--- src/rtl/mem_line_writer.sv ---
// Serialises fixed-width words into lowercase ASCII hex text lines, MSB nibble first,
// fields separated by ' ' and lines terminated by '\n', over a valid/ready character stream.
module mem_line_writer #(
    parameter int unsigned DATA_WIDTH     = 16,
    parameter int unsigned WORDS_PER_LINE = 2,
    parameter int unsigned LINE_CNT_WIDTH = 16
) (
    input  logic                      clk,
    input  logic                      rst,
    input  logic                      in_valid,
    output logic                      in_ready,
    input  logic [DATA_WIDTH-1:0]     in_data,
    input  logic                      flush,
    output logic                      char_valid,
    input  logic                      char_ready,
    output logic [7:0]                char_data,
    output logic [LINE_CNT_WIDTH-1:0] lines_written,
    output logic                      busy
);

    localparam int unsigned NIB  = (DATA_WIDTH + 3) / 4;
    localparam int unsigned NW   = NIB * 4;
    localparam int unsigned IDXW = (NIB > 1) ? $clog2(NIB) : 1;
    localparam int unsigned FCW  = $clog2(WORDS_PER_LINE + 1);

    typedef enum logic [1:0] {StIdle, StHex, StSep, StNl} state_e;

    state_e                    state_q, state_d;
    logic [NW-1:0]             data_q, data_d;
    logic [IDXW-1:0]           nib_idx_q, nib_idx_d;
    logic [FCW-1:0]            field_cnt_q, field_cnt_d;
    logic                      flush_pending_q, flush_pending_d;
    logic [LINE_CNT_WIDTH-1:0] lines_q, lines_d;

    logic       hs;
    logic [3:0] nib;

    assign in_ready      = (state_q == StIdle);
    assign char_valid    = (state_q != StIdle);
    assign busy          = (state_q != StIdle) || flush_pending_q;
    assign lines_written = lines_q;
    assign hs            = char_valid && char_ready;

    always_comb begin
        nib = 4'h0;
        for (int i = 0; i < int'(NIB); i++) begin
            if (nib_idx_q == IDXW'(i)) nib = data_q[4*i +: 4];
        end
    end

    always_comb begin
        char_data = 8'h00;
        unique case (state_q)
            StIdle: char_data = 8'h00;
            StHex:  char_data = (nib < 4'd10) ? (8'h30 + {4'h0, nib}) : (8'h57 + {4'h0, nib});
            StSep:  char_data = 8'h20;
            StNl:   char_data = 8'h0A;
            default: char_data = 8'h00;
        endcase
    end

    always_comb begin
        state_d         = state_q;
        data_d          = data_q;
        nib_idx_d       = nib_idx_q;
        field_cnt_d     = field_cnt_q;
        flush_pending_d = flush_pending_q;
        lines_d         = lines_q;
        unique case (state_q)
            StIdle: begin
                if (in_valid) begin
                    data_d    = NW'(in_data);
                    nib_idx_d = IDXW'(NIB - 1);
                    state_d   = StHex;
                    if (flush) flush_pending_d = 1'b1;
                end else if ((flush || flush_pending_q) && (field_cnt_q != '0)) begin
                    state_d = StNl;
                end
            end
            StHex: begin
                if (flush) flush_pending_d = 1'b1;
                if (hs) begin
                    if (nib_idx_q != '0) begin
                        nib_idx_d = nib_idx_q - IDXW'(1);
                    end else begin
                        field_cnt_d = field_cnt_q + FCW'(1);
                        // A pending flush ends the line here instead of emitting a separator.
                        if ((32'(field_cnt_q) + 32'd1 == WORDS_PER_LINE) || flush_pending_q
                            || flush) begin
                            state_d = StNl;
                        end else begin
                            state_d = StSep;
                        end
                    end
                end
            end
            StSep: begin
                if (flush) flush_pending_d = 1'b1;
                if (hs) state_d = StIdle;
            end
            StNl: begin
                if (hs) begin
                    lines_d         = lines_q + LINE_CNT_WIDTH'(1);
                    field_cnt_d     = '0;
                    flush_pending_d = 1'b0;
                    state_d         = StIdle;
                end
            end
            default: state_d = StIdle;
        endcase
    end

    always_ff @(posedge clk or posedge rst) begin
        if (rst) begin
            state_q         <= StIdle;
            data_q          <= '0;
            nib_idx_q       <= '0;
            field_cnt_q     <= '0;
            flush_pending_q <= 1'b0;
            lines_q         <= '0;
        end else begin
            state_q         <= state_d;
            data_q          <= data_d;
            nib_idx_q       <= nib_idx_d;
            field_cnt_q     <= field_cnt_d;
            flush_pending_q <= flush_pending_d;
            lines_q         <= lines_d;
        end
    end

endmodule

--- config.mk ---
export PLATFORM = sky130hd
export DESIGN_NAME = mem_line_writer
export DESIGN_NICKNAME = d
export VERILOG_FILES = /design/src/rtl/mem_line_writer.sv
export SDC_FILE = /design/constraint.sdc
export NUM_CORES = 1
export LEC_CHECK = 0
export BUFFER_PORTS_ARGS = -buffer_cell sky130_fd_sc_hd__buf_2
export CAP_MARGIN = 20
export CORE_MARGIN = 10
export CORE_UTILIZATION = 35
export CTS_CLUSTER_SIZE = 30
export DETAILED_ROUTE_END_ITERATION = 12
export SYNTH_ARGS = -nofsm -noshare
export SYNTH_HDL_FRONTEND = slang
export SYNTH_SLANG_ARGS = --single-unit
--- constraint.sdc ---
create_clock -name clk -period 2.78 [get_ports clk]
set_input_delay 0.417 -clock clk [delete_from_list [all_inputs] [get_ports clk]]
set_output_delay 0.417 -clock clk [all_outputs]
set_load 0.05 [all_outputs]
=== Word level (Yosys, flattened, before mapping) ===
Cells that the tools add are included.
Widths: inputs -> output; s select.

* Register bits: 39
* Logic and storage cells: 72

* Add/sub/neg operators: 6
* $lt $le $gt $ge: 1
* Equality and inequality tests: 14
* Muxes and demuxes: 24
* Reductions and logical operators: 21

{| class="wikitable"
|+ Operator list
! operator !! count
|-
| $pmux 8 s4 || 1
|-
| $mux 2 || 10
|-
| $add 16x1->16 const B || 1
|-
| $mux 4 || 4
|-
| $reduce_and 4->1 || 3
|-
| $ne 2x2->1 const B || 5
|-
| $reduce_bool 2->1 || 5
|-
| $add 7x4->8 const A || 1
|-
| $eq 2x2->1 const B || 4
|-
| $mux 8 || 1
|-
| $pmux 2 s2 || 2
|-
| $add 6x4->7 const A || 1
|-
| $pmux 2 s3 || 1
|-
| $reduce_and 2->1 || 3
|-
| $eq 2x1->1 const B || 2
|-
| $logic_not 2->1 || 2
|-
| $logic_or 1x1->1 || 4
|-
| $lt 4x4->1 const B || 1
|-
| $mux 1 || 4
|-
| $reduce_or 2->1 || 2
|-
| $add 2x1->3 const B || 1
|-
| $eq 3x2->1 const B || 1
|-
| $ne 3x2->1 const B || 1
|-
| $pmux 1 s3 || 1
|-
| other kinds (4) || 5
|}

=== Depth between registers and ports, before layout ===
Gate-level depths: netlist (run 1).

* Depth in word-level cells: 8
* Gate-level depth with buffers: 9

=== Least setup slack after synthesis (run 1) ===
No wires, ideal clock.

* Path type: register -> output
* Start point: reg nib_idx_q[1]
* End point: out char_data[1]
* Data arrival time: 2,900 ps
* Path slack: -537 ps
* Stages on the path, launching flop included: 8
* Buffers on the path: 0
* Cells stage by stage: dfrtp_1 inv_1 ha_1 nand3b_1 a221o_1 and2_1 ha_1 a311oi_1

* Cells in the longest elaborated chain, start to end: 8
* Elaborated cells between the ends (all ways): 13

{| class="wikitable"
|+ RTL lines
! item !! RTL line !! RTL
|-
| start: declaration || 30 || <nowiki>logic [IDXW-1:0] nib_idx_q, nib_idx_d;</nowiki>
|-
| start signal: assignment || 124 || <nowiki>nib_idx_q <= nib_idx_d;</nowiki>
|-
| $logic_not 2->1 || 47 || <nowiki>if (nib_idx_q == IDXW'(i)) nib = data_q[4*i +: 4];</nowiki>
|-
| $mux 4 (3 in series) || 47 ||
|-
| $mux 4 * || 47 ||
|-
| $add 7x4->8, or another cell as far along || 55 || <nowiki>StHex: char_data = (nib < 4'd10) ? (8'h30 + {4'h0, nib}) : (8'h57 + {4'h0, nib});</nowiki>
|-
| $mux 8 * || 55 ||
|-
| $pmux 8 s4 * || 53 || <nowiki>unique case (state_q)</nowiki>
|-
| end: declaration || 16 || <nowiki>output logic [7:0] char_data,</nowiki>
|}

Every way passes the cells marked *; elsewhere a longest branch is shown, timed or not.

=== Final worst setup path (run 1) ===
* Start point: reg nib_idx_q[0]
* End point: out char_data[1]

The elaborated chain is that of the path after synthesis.

==> results.sh, run 1 <==
export IMPL_preCtsSetupSlack_ns=0.09121
export IMPL_power_density_nw_per_um2=1255
export IMPL_slew_violations=0
export IMPL_status="complete, no violations"
export IMPL_finalSetupViolCount=0
export IMPL_final_antenna_net_count=0
export IMPL_yosysMostFrequentCell="dfrtp_1"
export IMPL_reg2reg_from="state_q[0]$_DFFE_PP0P_"
export IMPL_cts_tree="yes"
export IMPL_synth_area_leaders="dfrtp_1 (45%), mux2_4 (6.2%), ha_1 (4.6%)"
export IMPL_worstSetupPathType="flop to output port"
export IMPL_switching_share=0.4762
export IMPL_hold_slack_ns=0.2378
export IMPL_netlist_area_um2=2172
export IMPL_finalPower_mw=3.426
export IMPL_p_comb_frac=0.596
export IMPL_p_int_mw=1.794
export IMPL_fill_cells=577
export IMPL_io_pins=48
export IMPL_clk_path_buf_depth=2
export IMPL_worstSkewPairLatency_ns=0.29
export IMPL_cap_violations=0
export IMPL_async_flop_share=1.000
export IMPL_end_kind="output port"
export IMPL_crit_arrival_ns=2.31
export IMPL_hp_class="input pin to asynchronous set/reset pin"
export IMPL_slowest_stage="dfrtp_2"
export IMPL_cellLeakagePower_nw=1.327
export IMPL_seq_area_frac_synth=0.4493
export IMPL_ys_ff_latch=39
export IMPL_clock_sinks=39
export IMPL_synth_edf_count=0
export IMPL_wl_um=5188
export IMPL_synthDistinctLibCells=47
export IMPL_avgViaCountPerCell=5.006
export IMPL_drive_above_1_share=0.3992
export IMPL_tns_ns=0
export IMPL_drt_iter0_markers=79
export IMPL_startpoint_type="flop"
export IMPL_grt_overflow=0
export IMPL_num_vias=1667
export IMPL_grt_max_degree=40
export IMPL_fin_crit_ns=2.730
export IMPL_r2r_end="nib_idx_q[0]$_DFFE_PP0P_"
export IMPL_yosys_most_used_dff="dfrtp_1"
export IMPL_critPathMaxStageDelay_ns=0.47
export IMPL_switchingPower_mw=1.632
export IMPL_antenna_found_initial=0
export IMPL_cts_max_level=2
export IMPL_critPathMaxFanout=7
export IMPL_routedWlPerCell_um=15.58
export IMPL_die_x_um=98.78
export IMPL_coreArea_um2=5956
export IMPL_clkPwrFrac=0.116
export IMPL_post_route_period_util=0.9819
export IMPL_synth_common_cells="dfrtp_1 (39), nand2_1 (16), nor2_1 (11), inv_1 (10)"
export IMPL_diodes=0
export IMPL_grt_pass1_wl_um=8314
export IMPL_synthesis_nets=231
export IMPL_cp_required_ns=2.36
export IMPL_die_area_um2=9757
export IMPL_nets=287
export IMPL_syn_inst=202
export IMPL_seqPwrFrac=0.288
export IMPL_drt_pass1_iter_count=4
export IMPL_syn_to_final_growth_pct=25.69
export IMPL_max_clock_freq_ghz=0.3663
export IMPL_crit_top_cell="ha_4"
export IMPL_clkSlewWorstSetupHoldPaths_ns=0.08
export IMPL_setup_ws_ns=0.05028
export IMPL_ff2ff_path_depth=4
export IMPL_ir_drop_v=0.0006234
export IMPL_grt_use_total=0.1024
export IMPL_dp_cells=316
export IMPL_start_util=0.3647
export IMPL_fin_skew_ns=0.006200
export IMPL_instances_no_fill=333
export IMPL_place_congestion=0.7401
export IMPL_ys_warn_count=0
export IMPL_numCtsBuffers=5
export IMPL_hold_viol_final=0
export IMPL_max_slew_margin=0.4346
export IMPL_dp_hpwl_um=3710
export IMPL_avgSynthCellArea_um2=10.75
export IMPL_root_buffer="clkbuf_8"
export IMPL_numPortBuffers=46
export IMPL_num_rows=28
export IMPL_grt_pass1_vias=1689
export IMPL_rrSetupSlack_ns=0.75
export IMPL_crit_chain="ha_4 -> nand3b_1 -> a221o_1 -> and2_4 -> ha_4 -> a311oi_2 -> buf_6"
export IMPL_tightest_slew_ns=0.8482
export IMPL_synth_top_area_frac=0.4493
export IMPL_synth_top_cell_by_area="dfrtp_1"
export IMPL_die_y_um=98.78
export IMPL_drc=0
export IMPL_rsz0062_at_grt="true"
## worst max path at each step
| stage | slack (ns) | startpoint | to |
|---|---|---|---|
| after global routing | -0.02 | nib_idx_q[0]$_DFFE_PP0P_ | char_data[1] |
| after detailed placement | 0.09 | nib_idx_q[0]$_DFFE_PP0P_ | char_data[1] |
| after CTS | 0.02 | nib_idx_q[0]$_DFFE_PP0P_ | char_data[1] |
| after global placement | 0.16 | nib_idx_q[1]$_DFFE_PP0P_ | char_data[1] |
| final | 0.05 | nib_idx_q[0]$_DFFE_PP0P_ | char_data[1] |
| after floorplan | -0.01 | nib_idx_q[1]$_DFFE_PP0P_ | char_data[1] |
## through the flow
stage | instance area, µm² | utilization
after detailed placement | 2450 | 0.4113
after global placement | 2450 | 0.4113
after floorplan | 2182 | -
after CTS | 2630 | 0.4416
final | 2730 | 0.4584
after global routing | 2730 | 0.4584
## registers in the layout, indices dropped and copies added (netlist names)
signal and cells:
field_cnt_q 2, state_q 2, data_q 16, flush_pending_q 1, lines_written 16, nib_idx_q 2
## routing by layer
layer | up-vias | track usage | share of wire
met4 | 0 | 0.03638 | 0.012
met3 | 5 | 0.03352 | 0.064
met2 | 41 | 0.1668 | 0.48
met1 | 801 | 0.1229 | 0.45
met5 | - | 0 | 0
li1 | 820 | - | -
## area by class of cell
| class | count | area, µm² | area share |
|---|---|---|---|
| multi-input cells | 143 | 1192 | 0.4368 |
| inverters | 11 | 43.79 | 0.01604 |
| clock buffers | 6 | 82.58 | 0.03025 |
| flip-flops and latches | 39 | 977.2 | 0.3579 |
| repair buffers | 58 | 335.3 | 0.1228 |
| clock inverters | 1 | 5.005 | 0.001833 |
| well taps | 75 | 93.84 | 0.03437 |
## power groups by stage
stage | clock, mW | combinational, mW | sequential (mW)
floorplan | 0 | 1.36 | 1.00
global placement | 0 | 1.70 | 0.980
detailed placement | 0 | 1.73 | 0.977
CTS | 0.400 | 1.86 | 0.977
global route | 0.429 | 2.19 | 1.02
finish | 0.396 | 2.04 | 0.988
## critical path: cells and delay by family (launching register included)
family          cells  cell delay [ns]
simple gates        2             0.31
compound gates      2             0.60
fa+ha+maj           2             0.44
buf+inv             1             0.20
flops               1             0.47
## cell families after synthesis
group / share of synthesized area
AOI/OAI and AO/OA: 0.1175
xor gates and xnor gates: 0.06452
adders and majority gates: 0.04608
buffers and inverters: 0.05184
DFF: 0.4493
muxes: 0.09792
other: 0.001726
and+or+nand+nor: 0.1711
## timing repair
action,CTS,global route
gates resized for setup,14,16
setup buffers,4,6
setup endpoints to repair,4,3
pin swaps,2,9
hold buffers,0,0
## cells in the final DEF (no fill, tap or decap), drive strengths merged, types with 4 or more instances in the layout
cell type  instances
o21ai              8
mux2              15
inv               11
xor2               9
nand2             16
buf               58
a211oi             6
clkbuf             6
nor2              11
ha                 8
nand3b             4
dfrtp             39
xnor2              7
nand4              6
a21oi              9
nand3              6
Note: power is estimated with default switching activity, not from simulation.
==> run 2, diff against run 1 <==
CELL_PAD_IN_SITES_DETAIL_PLACEMENT = 0   (was not set)
CELL_PAD_IN_SITES_GLOBAL_PLACEMENT = 1   (was not set)
PLACE_DENSITY_LB_ADDON = 0.1   (was not set)
==> run 2 against run 1 <==
  * Setup slack improved by 0.016 ns
  * Non-clock buffer count unchanged
  * Utilization increased by 0.40 points
  * Sequential power increased by 0.4%
  * Clock skew about the same
  * Via count decreased by 0.30%
  * Global-route usage increased by 0.47 points
  * Fmax increased by 0.60%
  * Critical path type unchanged
  * Critical endpoint unchanged
  * Largest cell class unchanged
==> results.sh, run 2 (synthesis gave the netlist of run 1 again) <==
export IMPL_status="complete, no violations"
export IMPL_fin_crit_ns=2.713
export IMPL_die_x_um=98.78
export IMPL_startpoint_type="flop"
export IMPL_power_density_nw_per_um2=1263
export IMPL_fin_skew_ns=0.006493
export IMPL_num_rows=28
export IMPL_mostFrequentLayoutCell="buf_2"
export IMPL_avgViaCountPerCell=4.976
export IMPL_root_buffer="clkbuf_8"
export IMPL_hold_viol_final=0
export IMPL_critPathMaxStageDelay_ns=0.48
export IMPL_critPathMaxFanout=7
export IMPL_wl_um=5367
export IMPL_clkSlewWorstSetupHoldPaths_ns=0.08
export IMPL_die_y_um=98.78
export IMPL_coreArea_um2=5956
export IMPL_placed_area_um2=2465
export IMPL_syn_to_final_growth_pct=26.79
export IMPL_worst_path_buf_inv=2
export IMPL_antenna_found_initial=0
export IMPL_diodes=0
export IMPL_cts_hold_buf=0
export IMPL_highest_layer="met4"
export IMPL_drt_met1_wl_um=2454
export IMPL_tightest_slew_ns=0.5120
export IMPL_cellLeakagePower_nw=1.326
export IMPL_fin_area_um2=2754
export IMPL_die_area_um2=9757
export IMPL_grt_use_total=0.1071
export IMPL_numCtsBuffers=5
export IMPL_end_kind="output port"
export IMPL_route_met3_wl_um=344
export IMPL_max_slew_margin=0.6587
export IMPL_clk_path_buf_depth=2
export IMPL_drt_pass1_iter_count=4
export IMPL_hp_class="input pin to asynchronous set/reset pin"
export IMPL_worstSetupStartpoint="nib_idx_q[0]$_DFFE_PP0P_"
export IMPL_grt_pass1_wl_um=8769
export IMPL_drc=0
export IMPL_place_congestion=0.7536
export IMPL_rsz0062_at_grt="true"
export IMPL_slowest_stage="dfrtp_2"
export IMPL_drt_iter0_markers=62
export IMPL_cts_tree="yes"
export IMPL_final_antenna_net_count=0
export IMPL_ir_drop_v=0.0008804
export IMPL_rrSetupSlack_ns=0.87
export IMPL_io_pins=48
export IMPL_slew_violations=0
export IMPL_routedWlPerCell_um=16.07
export IMPL_grt_pass1_vias=1681
export IMPL_max_clock_freq_ghz=0.3685
export IMPL_start_util=0.3647
export IMPL_drive_above_1_share=0.3977
export IMPL_grt_max_degree=40
export IMPL_clock_sinks=39
export IMPL_dp_hpwl_um=3789
export IMPL_crit_chain="ha_4 -> buf_4 -> nor3b_1 -> a221oi_4 -> a211oi_1 -> a311oi_4 -> buf_6"
export IMPL_reg2reg_from="state_q[0]$_DFFE_PP0P_"
export IMPL_fill_cells=589
export IMPL_finalSetupViolCount=0
export IMPL_nets=287
export IMPL_cap_violations=0
export IMPL_instances_no_fill=334
export IMPL_grt_overflow=0
export IMPL_worstSkewPairLatency_ns=0.29
export IMPL_worstSetupPathType="flop to output port"
export IMPL_post_route_period_util=0.9761
export IMPL_final_cell_mix="buf_2 (42), dfrtp_1 (37), nand2_1 (16), nor2_1 (11), buf_4 (11)"
export IMPL_wl_met2_um=2527
export IMPL_num_vias=1662
export IMPL_crit_arrival_ns=2.30
export IMPL_crit_family="compound AO/OA/AOI/OAI gates"
export IMPL_cp_required_ns=2.36
export IMPL_numPortBuffers=46
export IMPL_cts_max_level=2
export IMPL_dp_cells=318
==> run 2: through the flow <==
| step | util | TNS, ns | hold WS [ns] | worst slack (ns) | total power, mW |
|---|---|---|---|---|---|
| floorplan | - | -0.01329 | 0.4487 | -0.01329 | 2.360 |
| global placement | 0.4139 | 0 | 0.4601 | 0.1093 | 2.724 |
| detailed placement | 0.4139 | 0 | 0.4708 | 0.04888 | 2.729 |
| CTS | 0.4441 | 0 | 0.2565 | 0.0007347 | 3.276 |
| global route | 0.4624 | -0.02742 | 0.2942 | -0.01091 | 3.726 |
| finish | 0.4624 | 0 | 0.2387 | 0.06650 | 3.479 |
==> run 2: metal layers <==
| layer | vias up | GRT usage |
|---|---|---|
| met4 | 0 | 0.02977 |
| met1 | 798 | 0.1385 |
| met3 | 2 | 0.03422 |
| met5 | - | 0 |
| met2 | 41 | 0.1668 |
| li1 | 821 | - |
==> run 2: timing repair <==
| action | in CTS | in global routing |
|---|---|---|
| setup endpoints to repair | 5 | 6 |
| cloned | 0 | 0 |
| setup buffers | 4 | 4 |
| gates resized for setup | 15 | 16 |
| hold endpoints to repair | 0 | 0 |
| pin swaps | 4 | 3 |
==> run 2: worst register-to-register path: stages (launching register included) <==
cell and delay (ns):
dfrtp_1 0.56, or3b_1 0.64, buf_4 0.28, mux2_4 0.31
==> run 2: power by group <==
part | internal [mW] | total, mW | switching [mW]
clock | 0.176 | 0.379 | 0.203
sequential | 0.767 | 0.992 | 0.225
combinational | 0.882 | 2.11 | 1.23
==> run 2: final timing paths <==
kind | endpoint | cells after the start
max in group asynchronous | nib_idx_q[1]$_DFFE_PP0P_ | 3
min in group clk | data_q[8]$_DFFE_PP0P_ | 3
worst min register to register | lines_written[15]$_DFFE_PP0P_ | 1
worst max register to register | data_q[7]$_DFFE_PP0P_ | 3
worst min-delay path | lines_written[13]$_DFFE_PP0P_ | 3
worst max-delay path | char_data[1] | 7
==> run 2: layout make-up <==
| cell class | instances | area (µm²) | share of cell area |
|---|---|---|---|
| Clock buffer | 6 | 72.57 | 0.02635 |
| Clock inverter | 2 | 12.51 | 0.004543 |
| Inverter | 11 | 46.29 | 0.01681 |
| Multi-Input combinational cell | 143 | 1209 | 0.4389 |
| Sequential cell | 39 | 978.4 | 0.3553 |
| Tap cell | 75 | 93.84 | 0.03408 |
| Timing Repair Buffer | 58 | 341.6 | 0.1240 |
==> run 3, diff against run 2 <==
ABC_AREA = 1   (was not set)
SKIP_LAST_GASP = 1   (was not set)
==> run 3 against run 2 <==
  * Combinational power decreased by 20%
  * Clock skew shrank 0.0028 ns
  * Final area down 7.0%
  * Critical path depth grew 2
  * Highest routed layer unchanged
  * First-iteration DRC count decreased by 23%
  * Die area is 1.1% lower
  * Sequential cell count stayed put
  * Hold slack better by 0.0049 ns
  * Largest cell class unchanged
  * Setup slack gained 0.13 ns
  * Non-clock buffer count fell by 11
  * Critical endpoint is now char_data[0]
==> results.sh, run 3 <==
export IMPL_status="complete, no violations"
export IMPL_clkSlewWorstSetupHoldPaths_ns=0.07
export IMPL_clk_path_buf_depth=2
export IMPL_synth_top_area_frac=0.4556
export IMPL_seq_area_frac_synth=0.4556
export IMPL_yosys_most_used_dff="dfrtp_1"
export IMPL_num_rows=28
export IMPL_numPortBuffers=46
export IMPL_async_flop_share=1.000
export IMPL_hp_class="input pin to asynchronous set/reset pin"
export IMPL_final_cell_mix="nand2_1 (47), buf_2 (44), dfrtp_1 (39), inv_1 (35), nor2_1 (22)"
export IMPL_syn_to_final_growth_pct=19.51
export IMPL_num_vias=1684
export IMPL_crit_chain="ha_1 -> inv_1 -> or2_2 -> nand2_1 -> nand2_1 -> nand3_1 -> nand2_1 -> nor2_1 -> buf_2"
export IMPL_grt_use_total=0.09746
export IMPL_cts_max_level=2
export IMPL_io_pins=48
export IMPL_ff2ff_path_depth=7
export IMPL_grt_pass1_wl_um=7886
export IMPL_routedWlPerCell_um=12.54
export IMPL_synth_edf_count=0
export IMPL_syn_inst=245
export IMPL_clkPwrFrac=0.124
export IMPL_diodes=0
export IMPL_clock_sinks=39
export IMPL_cellLeakagePower_nw=1.353
export IMPL_synthDistinctLibCells=30
export IMPL_worstSetupPathType="flop to output port"
export IMPL_ys_warn_count=0
export IMPL_worstSkewPairLatency_ns=0.29
export IMPL_mostFrequentLayoutCell="nand2_1"
export IMPL_start_util=0.3618
export IMPL_crit_arrival_ns=2.17
export IMPL_ys_ff_latch=39
export IMPL_tightest_slew_ns=0.5138
export IMPL_die_y_um=98.23
export IMPL_preCtsSetupSlack_ns=0.3555
export IMPL_drive_above_1_share=0.2953
export IMPL_wl_um=4676
export IMPL_crit_top_cell="nand2_1"
export IMPL_final_antenna_net_count=0
export IMPL_nets=326
export IMPL_slew_violations=0
export IMPL_fin_crit_ns=2.585
export IMPL_grt_overflow=0
export IMPL_max_slew_margin=0.6574
export IMPL_tns_ns=0
export IMPL_fin_skew_ns=0.003690
export IMPL_critPathMaxStageDelay_ns=0.40
export IMPL_power_density_nw_per_um2=1157
export IMPL_drt_pass1_iter_count=4
export IMPL_dp_hpwl_um=3687
export IMPL_die_area_um2=9649
export IMPL_p_int_mw=1.479
export IMPL_drc=0
export IMPL_die_x_um=98.23
export IMPL_post_route_period_util=0.9299
export IMPL_cap_violations=0
export IMPL_cts_tree="yes"
export IMPL_hold_slack_ns=0.2437
export IMPL_grt_max_degree=40
export IMPL_seqPwrFrac=0.305
export IMPL_hold_viol_final=0
export IMPL_antenna_found_initial=0
export IMPL_synth_common_cells="nand2_1 (47), dfrtp_1 (39), inv_1 (37), nor2_1 (22), nand3_1 (20)"
export IMPL_synth_top_cell_by_area="dfrtp_1"
export IMPL_switchingPower_mw=1.483
export IMPL_setup_ws_ns=0.1948
export IMPL_ir_drop_v=0.0006783
export IMPL_yosysMostFrequentCell="nand2_1"
export IMPL_grt_pass1_vias=1719
export IMPL_cts_hold_buf=0
export IMPL_synthesis_nets=274
export IMPL_netlist_area_um2=2142
export IMPL_avgSynthCellArea_um2=8.743
export IMPL_critPathMaxFanout=7
export IMPL_coreArea_um2=5921
export IMPL_numCtsBuffers=5
export IMPL_finalSetupViolCount=0
export IMPL_avgViaCountPerCell=4.515
export IMPL_switching_share=0.5008
export IMPL_synth_area_leaders="dfrtp_1 (46%), nand2_1 (8.2%), mux2_2 (7.4%)"
export IMPL_end_kind="output port"
export IMPL_drt_iter0_markers=48
export IMPL_p_comb_frac=0.571
export IMPL_root_buffer="clkbuf_8"
export IMPL_max_clock_freq_ghz=0.3868
export IMPL_rsz0062_at_grt="false"
export IMPL_slowest_stage="dfrtp_1"
export IMPL_place_congestion=0.7726
export IMPL_startpoint_type="flop"
export IMPL_cp_required_ns=2.36
## run 3: changes by cell type after synthesis, moves of 5 or more
cell      delta
mux2_4       -9
mux2_2       +8
a211oi_1     -5
nand2_1     +31
inv_1       +27
xor2_1       -6
nor2_1      +11
a21oi_1      +6
nand3_1     +14
## run 3: per-stage QoR
| stage | instances | cell area [µm²] | utilization | power [mW] |
|---|---|---|---|---|
| 2_1_floorplan | 245 | 2142 | - | 2.214 |
| 3_3_place_gp | 365 | 2455 | 0.4146 | 2.584 |
| 3_5_place_dp | 365 | 2455 | 0.4146 | 2.582 |
| 4_1_cts | 373 | 2536 | 0.4284 | 2.965 |
| 5_1_grt | 373 | 2560 | 0.4324 | 3.250 |
| 6_report | 373 | 2560 | 0.4324 | 2.962 |
## run 3: cell families after synthesis
kind of cell               Yosys count  share of synthesized area
muxes                               14                    0.07360
AOI/OAI and AO/OA                   27                    0.06776
buffers and inverters               40                    0.07652
adders and majority gates            8                    0.04673
DFF                                 39                     0.4556
xor gates and xnor gates             7                    0.02862
and+or+nand+nor                    109                     0.2494
other                                1                   0.001751
## run 3: path summary, 6_finish.rpt
kind | to | startpoint | slack [ns]
min | lines_written[2]$_DFFE_PP0P_ | rst | 0.24
min in group clk | data_q[0]$_DFFE_PP0P_ | in_data[0] | 0.36
max | char_data[0] | nib_idx_q[1]$_DFFE_PP0P_ | 0.19
min reg2reg | lines_written[15]$_DFFE_PP0P_ | lines_written[15]$_DFFE_PP0P_ | 0.49
max in group asynchronous | data_q[12]$_DFFE_PP0P_ | rst | 2.18
max reg2reg | nib_idx_q[0]$_DFFE_PP0P_ | state_q[0]$_DFFE_PP0P_ | 1.08
## run 3: power by group through the flow
stage	Sequential (mW)	Combinational (mW)	Clock (mW)
CTS	0.906	1.67	0.391
global placement	0.913	1.67	0
floorplan	0.974	1.24	0
detailed placement	0.916	1.67	0
global route	0.936	1.91	0.409
finish	0.902	1.69	0.368
## run 3: worst max-delay path: cells and delay by family, from the launching register on
family                     cells  cell delay (ns)
and+or+nand+nor                6             0.81
DFF                            1             0.40
buffers and inverters          2             0.36
adders and majority gates      1             0.31
## run 3: layout make-up
cell class,count,area [µm²]
Fill cell,625,3361
Clock inverter,1,5.005
Timing Repair Buffer,47,246.5
Tap cell,75,93.84
Multi-Input combinational cell,166,1017
Inverter,38,145.1
Sequential cell,39,975.9
Clock buffer,7,76.32
## run 3: what timing repair did
action | CTS | global route
endpoints found under the hold margin | 0 | 0
setup endpoints to repair | 0 | 5
gates resized for setup | 0 | 11
buffers inserted | 0 | 0
## run 3: layer usage
| metal | vias up | routed length, µm | global-route usage |
|---|---|---|---|
| met4 | 0 | 34 | 0.02977 |
| li1 | 893 | - | - |
| met1 | 753 | 2121 | 0.1130 |
| met5 | - | 0 | 0 |
| met3 | 4 | 348 | 0.04299 |
| met2 | 34 | 2172 | 0.1584 |
